`src/rtl/hs_skid_reg.sv`:
```
// hs_skid_reg: valid/ready register stage with a two-entry skid buffer.
// Every output is decoded from registered state, so no combinational path
// crosses the stage in either direction. Sustains one word per cycle when
// the consumer is always ready.
module hs_skid_reg #(
    parameter int DATA_WIDTH = 8
) (
    input  logic                  clk,
    input  logic                  rst,
    input  logic [DATA_WIDTH-1:0] din_data,
    input  logic                  din_vld,
    output logic                  din_rd,
    output logic [DATA_WIDTH-1:0] dout_data,
    output logic                  dout_vld,
    input  logic                  dout_rd
);

    typedef enum logic [1:0] {
        ST_EMPTY = 2'b00,
        ST_ONE   = 2'b01,
        ST_FULL  = 2'b10
    } state_t;

    state_t                  state_r;
    state_t                  state_nxt_s;
    logic [DATA_WIDTH-1:0]   main_r;
    logic [DATA_WIDTH-1:0]   skid_r;

    logic                    in_xfer_s;
    logic                    out_xfer_s;
    logic                    load_main_din_s;
    logic                    load_main_skid_s;
    logic                    load_skid_s;

    // Handshake outputs depend only on the registered state (and reset).
    assign din_rd    = (state_r != ST_FULL) && !rst;
    assign dout_vld  = (state_r != ST_EMPTY);
    assign dout_data = main_r;

    assign in_xfer_s  = din_vld && din_rd;
    assign out_xfer_s = dout_vld && dout_rd;

    // Next-state and storage-load decode from the two transfer events.
    always_comb begin
        state_nxt_s      = state_r;
        load_main_din_s  = 1'b0;
        load_main_skid_s = 1'b0;
        load_skid_s      = 1'b0;
        case (state_r)
            ST_EMPTY: begin
                if (in_xfer_s) begin
                    state_nxt_s     = ST_ONE;
                    load_main_din_s = 1'b1;
                end else begin
                    state_nxt_s = ST_EMPTY;
                end
            end
            ST_ONE: begin
                if (in_xfer_s && out_xfer_s) begin
                    state_nxt_s     = ST_ONE;
                    load_main_din_s = 1'b1;
                end else if (in_xfer_s) begin
                    state_nxt_s = ST_FULL;
                    load_skid_s = 1'b1;
                end else if (out_xfer_s) begin
                    state_nxt_s = ST_EMPTY;
                end else begin
                    state_nxt_s = ST_ONE;
                end
            end
            ST_FULL: begin
                // din_rd is low here, so only the consumer side can move.
                if (out_xfer_s) begin
                    state_nxt_s      = ST_ONE;
                    load_main_skid_s = 1'b1;
                end else begin
                    state_nxt_s = ST_FULL;
                end
            end
            default: begin
                state_nxt_s = ST_EMPTY;
            end
        endcase
    end

    // State register; synchronous reset discards any buffered words.
    always_ff @(posedge clk) begin
        if (rst) begin
            state_r <= ST_EMPTY;
        end else begin
            state_r <= state_nxt_s;
        end
    end

    // Main register feeds dout_data; loaded from din or from the skid entry.
    always_ff @(posedge clk) begin
        if (rst) begin
            main_r <= {DATA_WIDTH{1'b0}};
        end else if (load_main_din_s) begin
            main_r <= din_data;
        end else if (load_main_skid_s) begin
            main_r <= skid_r;
        end else begin
            main_r <= main_r;
        end
    end

    // Skid register captures the word that arrives while the output stalls.
    always_ff @(posedge clk) begin
        if (rst) begin
            skid_r <= {DATA_WIDTH{1'b0}};
        end else if (load_skid_s) begin
            skid_r <= din_data;
        end else begin
            skid_r <= skid_r;
        end
    end

endmodule

```
`config.mk`:
```
export PLATFORM = sky130hd
export DESIGN_NAME = hs_skid_reg
export DESIGN_NICKNAME = d
export VERILOG_FILES = /design/src/rtl/hs_skid_reg.sv
export SDC_FILE = /design/constraint.sdc
export NUM_CORES = 1
export LEC_CHECK = 0
export BUFFER_PORTS_ARGS = -buffer_cell sky130_fd_sc_hd__buf_2
export CORE_MARGIN = 5
export CORE_UTILIZATION = 32
export DETAILED_ROUTE_END_ITERATION = 6
export PLACE_DENSITY = 0.58
export SYNTH_ARGS = -nofsm -noshare
export SYNTH_HDL_FRONTEND = slang
export SYNTH_SLANG_ARGS = --single-unit
```
`constraint.sdc`:
```
create_clock -name clk -period 2.8 [get_ports clk]
set_input_delay 0 -clock clk [delete_from_list [all_inputs] [get_ports clk]]
set_output_delay 0 -clock clk [all_outputs]
set_load 0.02 [all_outputs]
```
Yosys cells after proc, flatten, opt, wreduce, memory -nomap -nowiden
Index checks and enable logic that the tools add are counted.

operators by class
  equality and inequality tests = 3
  reduce and logical (&&, ||, !) cells = 8
  multiplexer cells = 15

operators by type and width
  kind                  number
  $mux W8               2
  $mux W1               8
  $mux W2               3
  $pmux W2 S3           1
  $logic_and A1 B1 Y1   4
  $reduce_bool A2 Y1    2
  $eq A2 B1 Y1 const B  1
  $eq A2 B2 Y1 const B  1
  $logic_not A2 Y1      1
  $ne A2 B2 Y1 const B  1
  $pmux W1 S2           1
  $logic_not A1 Y1      1

storage, ports and cells
  flip-flop bits (word level) = 18
  output and inout bits = 10
  bits of input ports = 12
  word-level logic and storage cells = 29

Logic depth before layout (Yosys ltp)
Gate-level depths: netlist of the first run.

  depth after elaboration = 7
  mapped depth = 9
  mapped depth without buffers = 7

Worst setup path after synthesis of the first run
Ideal clock, no wire load.

  path type = reg-to-reg
  start = register state_r[0]
  end = register skid_r[0]
  data required time = 2.672 ns
  slack = 0.957 ns
  clock period less this slack = 1.843 ns
  arrival = 1.715 ns
  cell stages (with the launch flop) = 10
  library setup time = 0.128 ns
  cell sequence = dfxtp_1 -> clkbuf_1 -> inv_1 -> a21oi_1 -> and2_1 -> ha_1 -> nand3b_1 -> buf_2 -> mux2i_1 -> nor2_1

between the ends
  cells in the longest elaborated chain, start to end = 6
  elaborated cells between the ends (all ways) = 10
  those cells by class = eq/ne (2); mux (3); reduce/logical (5)

RTL lines
  element                                                line    RTL
  from (decl)                                            24      state_t state_r;
  from (signal assigned)                                 91      state_r <= state_nxt_s;
  $ne A2 B2 Y1 (*)                                       36      assign din_rd = (state_r != ST_FULL) && !rst;
  $logic_and A1 B1 Y1 (*)                                36
  net din_rd                                             12      output logic din_rd,
  $logic_and A1 B1 Y1 (*)                                40      assign in_xfer_s = din_vld && din_rd;
  $mux W1 / $logic_and A1 B1 Y1 (equally long branches)  62, 59
  $mux W1 (*)                                            59      if (in_xfer_s && out_xfer_s) begin
  $mux W1 (*)                                            49      case (state_r)
  to (signal assigned)                                   111     skid_r <= {DATA_WIDTH{1'b0}};
  to (signal assigned)                                   113     skid_r <= din_data;
  to (signal assigned)                                   115     skid_r <= skid_r;
  to (decl)                                              27      logic [DATA_WIDTH-1:0] skid_r;

The timed path passes the listed nets; every way through them passes the cells marked *.
A chain may end at the register's enable or synchronous reset.

Worst setup path in the final report of the first run
  start = register state_r[0]
  end = register skid_r[6]

between the ends
  cells in the longest elaborated chain, start to end = 6
  elaborated cells between the ends (all ways) = 10
  those cells by class = eq/ne (2); mux (3); reduce/logical (5)

RTL lines
  element                                                line
  $ne A2 B2 Y1                                           36
  $logic_and A1 B1 Y1                                    36
  $logic_and A1 B1 Y1                                    40
  $mux W1 / $logic_and A1 B1 Y1 (equally long branches)  62, 59
  $mux W1                                                59
  $mux W1 (*)                                            49

Mark *: on every way between the ends. The rest lies on a longest branch, timed or not.

==> summary by stage, run 1 <==
Finish
The repair_antennas step left the layout with diodes totalling 0. The fraction of layout instances using a drive strength above 1 is 22.9%. In the final layout, flip-flops and latches occupy 360 µm². The area of combinational cells with multiple inputs is 393 µm². The number of cells in the finished layout apart from fillers is 148. The number of inserted filler cells in the final layout is 251. The net count of the finished layout is 132. From synthesis to final layout, the design area changed by 29.4%.

Die
The number of placement rows is 18. The number of I/O pins is 22. The total die area is 0.00357 mm².

The core outline area is 0.00241 mm². From bottom edge to top edge, the die measures 59.7 µm. For this configuration, the core starts out at a cell density of 32.8%. The floorplan step set the die width to 59.7 µm.

Logic synthesis
After synthesis, the most frequently instantiated cells are 18 x dfxtp_1, 18 x nand2_1, 10 x nor2_1. The post-synthesis instance area is 791 µm². The count of synthesis-stage warnings from yosys is 0. The flop and latch count out of synthesis is 18. The count of flip-flops with a built-in enable after synthesis is 0. After synthesis, the share of flip-flops with an asynchronous set or reset is 0%.

A synthesized cell averages 8.60 µm². Yosys attributes the largest share of cell area to dfxtp_1 46%, mux2i_1 11%, a311oi_1 8.9%, nand2_1 8.5%, nor3_1 5.1%. The share of the synthesized area in the top cell type is 45.6%. Counting every net in the synthesized netlist gives 105. In the synthesized netlist the dominant register cell turns out to be dfxtp_1. The proportion of synthesized chip area in sequential cells is 45.6%. The cell count after synthesis came out at 92. The count of different cell masters after synthesis is 20. Summed over all instances, the cell type with the most area after synthesis is dfxtp_1.

Critical path
STA puts the critical path data arrival time at 2030 ps. The combined buffer and inverter count along the critical path is 1. In this run the worst path has a maximum fanout of 9. The endpoint of the most critical setup path is skid_r[6]. In this run the register-to-register setup slack is 950 ps.

The cell with the largest stage delay on the worst path is dfxtp_1. The worst register-to-register path begins at state_r[0]. The endpoint identified for the worst register-to-register timing path is skid_r[6]. In this run the number of cells on the critical path is 7. The category of the critical setup timing path is register to register. The required arrival time at the worst endpoint is 2980 ps. The largest single stage delay on the critical path is 450 ps.

The category of the worst setup path capture point is a register. Walking the worst path, the cells encountered are inv_1 -> a21oi_1 -> and2_1 -> ha_1 -> nand3b_1 -> mux2i_1 -> nor2_1. On the critical path the largest part of the delay comes from simple AND/OR/NAND/NOR gates. The worst register-to-register path has a depth of 7.

STA classifies the critical path startpoint as a register. The critical path starts at state_r[0].

STA
The setup skew after layout is 3.69 ps. Headroom to the max-slew limit came out at 62.6%. The final number of setup-violating endpoints is 0. The count of final max-slew check failures came to 0. The worst path needs 1850 ps of the cycle, external delays included. The final worst hold slack is 19.7 ps. The final-report hold violation count is 0. The final critical-path setup slack is 946 ps.

The worst path uses 66.2% of the clock period. For the final routed database, the setup TNS stands at 0 ps. The slew at the pin closest to its max-slew limit is 560 ps. The peak clock frequency supported by timing is 539 MHz.

Setup repair after global routing left no endpoint under its margin.

Route
In the routed design, unresolved DRC markers number 0. The residual antenna-violating net count after detailed routing is 0. The routed wire length is 1.91 mm.

The routed length per placed instance is 12.9 µm. The detailed-route via count is 721. The detailed-routing iteration count for the pre-antenna-repair pass is 4. Using the TritonRoute via totals, the vias-per-cell ratio works out to 4.87. The detailed router finished its first iteration with 8 violations.

Min path
The min-delay analysis places its worst path in the category input pin to register. The instance count along the most critical hold path is 4.

Clocking
The clock sink count is 18. The clock tree from TritonCTS is done. In this run the number of H-tree levels came out at 1. Post-CTS timing repair inserted 0 buffers for setup.

The post-cts gate resize count is 0. The clock reaches the later pin of the worst-skew pair after 290 ps. The clock-pin transition on the worst setup and hold timing paths is 110 ps. The CTS root buffer is clkbuf_4.

The maximum clock path buffer count is 2. Clock tree synthesis inserted a total of 3 buffers.

Outcome
The flow ran to the end, and the final reports show no timing, DRC or antenna violations.

Place
The number of cells in the design after placement is 136. At the end of routability-driven placement, the weighted congestion stood at 0.723. The worst slack at placement is 941 ps. Detailed placement finished with a half-perimeter wire length of 1.29 mm. The count of buffers added on input and output ports is 21.

Global routing
The met2 layer usage reported by global route is 18.2%. The pin count of the biggest net entering global routing is 21. The first global-routing pass estimated 3.19 mm of wire. Global routing consumed, on the met1 layer, 15.6% of the routing resources. The global-route congestion overflow total is 0. The met3 usage is 2.16%.

Global routing consumed, over all layers together, 11.8% of the routing resources. The routing layer with the top usage in global route is met2. The initial antenna violation count is 0. The via count of the first global-routing pass came to 727.

Power and ir drop
The static leakage power is 0.472 nW. The total chip power is 0.527 mW. Dividing total power by cell area gives a power density of 515 mW/mm². The worst-case vdd ir drop is 0.277 mV.

Flow run
The number of max-cap violations is 0.
-- worst min-delay path, stage by stage --
cell,delay [ps]
buf_2,120
nor2_1,50
nand2_1,50
a21oi_1,50
-- placed cells by master (no fill, tap or decap) --
cell type and instances:
nor2b_1 1, mux2i_1 9, dfxtp_1 18, buf_2 21
inv_1 1, or3b_1 1, a311oi_1 8, o21a_1 1
nand2_1 18, nand3b_1 2, ha_1 1, or2_0 1
and2_1 1, buf_4 1, and3b_1 1, dlygate4sd3_1 8
nor3_1 8, nor2_1 10, clkbuf_4 3, a21oi_1 2
or2_2 1, clkbuf_8 1
-- cell type report --
type	instances	share of cell area, %
Sequential cell	18	35.2
Multi-Input combinational cell	65	38.4
Tap cell	30	3.67
Inverter	1	0.367
Clock buffer	4	3.55
Timing Repair Buffer	30	18.8
-- stage by stage --
step | instance area [µm²] | utilization, %
6_report | 1020 | 42.5
5_1_grt | 1020 | 42.5
4_1_cts | 1020 | 42.5
3_5_place_dp | 907 | 37.6
3_3_place_gp | 907 | 37.6
2_1_floorplan | 791 | -
-- layer usage --
metal,share of wire (%),wire [µm],vias up
met1,48,922,329
met3,5.8,111,2
met5,0,0,-
li1,-,-,369
met4,0.63,12,0
met2,45,857,21
-- repair_timing --
action                                  4_1_cts  5_1_grt
hold buffers                                  8        0
hold endpoints to repair                      8        0
endpoints found under the setup margin        0        0
-- worst min-delay path by stage --
| stage | endpoint | from |
|---|---|---|
| after floorplan | skid_r[0] | din_data[0] |
| after global placement | skid_r[1] | din_data[1] |
| after detailed placement | skid_r[0] | din_data[0] |
| after CTS | state_r[1] | dout_rd |
| after global routing | state_r[1] | dout_rd |
| final | state_r[1] | dout_rd |
-- flip-flops by register name, summed over array words and instances (netlist names) --
name,count
skid_r,8
dout_data,8
state_r,2
-- logic make-up (layout without fill, tap and decap cells) --
kind of cell	Yosys count	after routing	synth area share [%]
muxes	9	9	11.4
buffers and inverters	9	35	4.74
adders and majority gates	1	1	1.58
AOI/OAI and AO/OA	11	11	11.1
DFF	18	18	45.6
and+or+nand+nor	44	44	25.6
-- where the power goes --
| part | switching (mW) | total [mW] | internal, mW |
|---|---|---|---|
| sequential | 0.00804 | 0.277 | 0.269 |
| combinational | 0.0499 | 0.0900 | 0.0401 |
| clock | 0.0809 | 0.160 | 0.0792 |
Power figures use the tool's default switching activity.
==> run 2: changes to the inputs <==
--- a/config.mk
+++ b/config.mk
@@ -9,7 +9,7 @@
 export CORE_MARGIN = 5
 export CORE_UTILIZATION = 32
 export DETAILED_ROUTE_END_ITERATION = 6
-export PLACE_DENSITY = 0.58
+export PLACE_DENSITY = 0.6
 export SYNTH_ARGS = -nofsm -noshare
 export SYNTH_HDL_FRONTEND = slang
 export SYNTH_SLANG_ARGS = --single-unit
==> constraint.sdc (replaced) <==
create_clock -name clk -period 1.7 [get_ports clk]
set_input_delay 0 -clock clk [delete_from_list [all_inputs] [get_ports clk]]
set_output_delay 0 -clock clk [all_outputs]
set_load 0.02 [all_outputs]
==> run 2 against run 1 <==
First-iteration DRC count rose to 3.1 times the previous value. Power grew 57%. Sequential cell count unchanged. Largest cell class unchanged. Count of clock-buffer cells in the layout is 1 lower. Fmax up 18%. Register-to-register slack worse by 820 ps. Critical path type unchanged.
==> summary by stage, run 2 (synthesized netlist as in run 1, its figures left out) <==
Critical path
The startpoint type of the worst setup path is a register. The critical path is of the register to register type. Data arrives at the worst endpoint at 1760 ps. The worst setup path is captured at a register. The worst register-to-register path has a setup slack of 130 ps.

Of all nets on the critical path, the largest fanout is 8. The required arrival time at the worst endpoint is 1890 ps.

Route
After detailed routing, the number of remaining DRC violations is 0. After detailed routing, the average wire length per cell comes to 13.2 µm. The detail route stage leaves a number of antenna-violating nets equal to 0. Using the TritonRoute via totals, the vias-per-cell ratio works out to 5.01. The routed wire length is 1.98 mm. Summing over every cut layer, the via total after detailed routing is 752.

The number of design-rule violations left by the first detailed-router iteration is 25. The detailed-routing iteration count for the pre-antenna-repair pass is 4.

Finish
The library cell used most frequently in the layout, excluding fill and tap cells, is buf_2. In the final layout, the share of cells above drive strength 1 is 26.7%. In the layout the commonest cells are 21 x buf_2, 18 x nand2_1, 16 x dfxtp_1, 10 x nor2_1, 9 x mux2i_1. The number of antenna diodes in the final layout is 0. The finished layout holds 150 standard cells, fillers aside. At the end of the flow the core is filled with cells to 43.4%. From synthesis to final layout, the design area changed by 32.3%. The final non-filler cell area is 0.00105 mm². The number of nets in the finished design is 135.

Clocking
The clock network latency to the later pin of the worst-skew pair is 290 ps. No sink is reached through more buffers than the 2 on the longest clock path. Once the clock tree was built, the setup fixing pass inserted 0 buffers. The clock tree from TritonCTS is done.

TritonCTS created 3 clock buffers. The CTS root buffer is clkbuf_4. Clock-pin slew was measured on the worst setup and hold paths at 100 ps. The maximum level of the CTS H-tree is 1.

Clock tree synthesis found a total of 18 sinks.

STA
For the final database, setup skew stands at 2.68 ps. Subtracting the final worst setup slack from the clock period gives 1570 ps. The slew at the pin closest to its max-slew limit is 496 ps. Setup slack closes at 130 ps.

The count of final max-slew check failures came to 0. Dividing the final minimum period by the clock period gives 92.4%. Setup repair after global routing left no endpoint under its margin.

Across all hold checks on the routed design, the worst slack comes to 30.5 ps. The final number of setup-violating endpoints is 0. Derived from the worst setup path, the maximum achievable clock frequency is 637 MHz.

The final-report hold violation count came to 0. The relative max-transition margin is 66.9%. The setup TNS is 0 ps.

Place
The number of cells in the design after placement is 139. Summing all placed instances gives a cell area of 941 µm². The port buffer count is 21.

The weighted congestion at the end of routability-driven global placement is 0.731. Detailed placement finished with a half-perimeter wire length of 1.34 mm. The worst slack at placement is 89.5 ps.

Die
The total die area is 0.00357 mm². The region available for standard cell placement spans 0.00241 mm². The die is 59.7 µm wide. The number of I/O pins is 22. The initial utilization of the core area, before any placement, comes to 32.8%. The number of placement rows is 18. The vertical die dimension is 59.7 µm.

Global routing
The initial antenna violation count was 0. The via count of the first global-routing pass came to 792. Global routing finished with a remaining overflow of 0. Entering global routing, the biggest net connects 12 pins. The first global-routing pass estimated 3.42 mm of wire. For this run, the total global-route usage over all layers was measured as 12.5%.

Power and ir drop
In this run the power density over the cells is 789 mW/mm². The worst-case vdd ir drop is 0.414 mV. Total power for the finished layout comes to 0.826 mW. The static leakage power is 0.481 nW.

Outcome
The flow ran to the end, and the final reports show no timing, DRC or antenna violations.

Flow run
Across the run, the number of max-cap violations was 0.

Min path
The type of the tightest min-delay check is input pin to register.
## run 2: cell types whose count changed in the layout (fill, tap and decap cells not counted), sizes merged
cell	previous run	this run
buf	22	25
clkbuf	4	3
## run 2: worst paths after layout
check             startpoint  depth (start not counted)            to
setup / recovery  state_r[1]                          3  dout_data[6]
hold / removal       dout_rd                          4    state_r[1]
setup reg to reg  state_r[1]                          3  dout_data[6]
hold reg to reg    skid_r[4]                          2  dout_data[4]
## run 2: metal layers
layer	vias to the layer above	wire (µm)	global-route usage [%]
met4	0	8	4.11
met1	350	890	14.8
met5	-	0	0
met2	23	964	21.6
met3	2	121	3.46
li1	377	-	-
## run 2: what timing repair did
action                                  4_1_cts  5_1_grt
gates resized for setup                       0        2
hold buffers                                  8        0
endpoints found under the setup margin        0       11
hold endpoints to repair                      8        0
## run 2: worst max-delay path, stage by stage, from the launching register on
cell	delay, ps
dfxtp_2	380
or3b_1	390
or2_0	380
a311oi_1	320
## run 2: where the power goes
group          internal, mW  switching, mW
clock                0.0823          0.128
sequential            0.444         0.0155
combinational        0.0708         0.0848
## run 2: cell type report
type	instances	area, µm²
clock buffers	3	22.5
fillers	243	1360
inverters	1	3.75
multi-input cells	65	404
flip-flops and latches	18	363
well taps	30	37.5
repair buffers	33	215
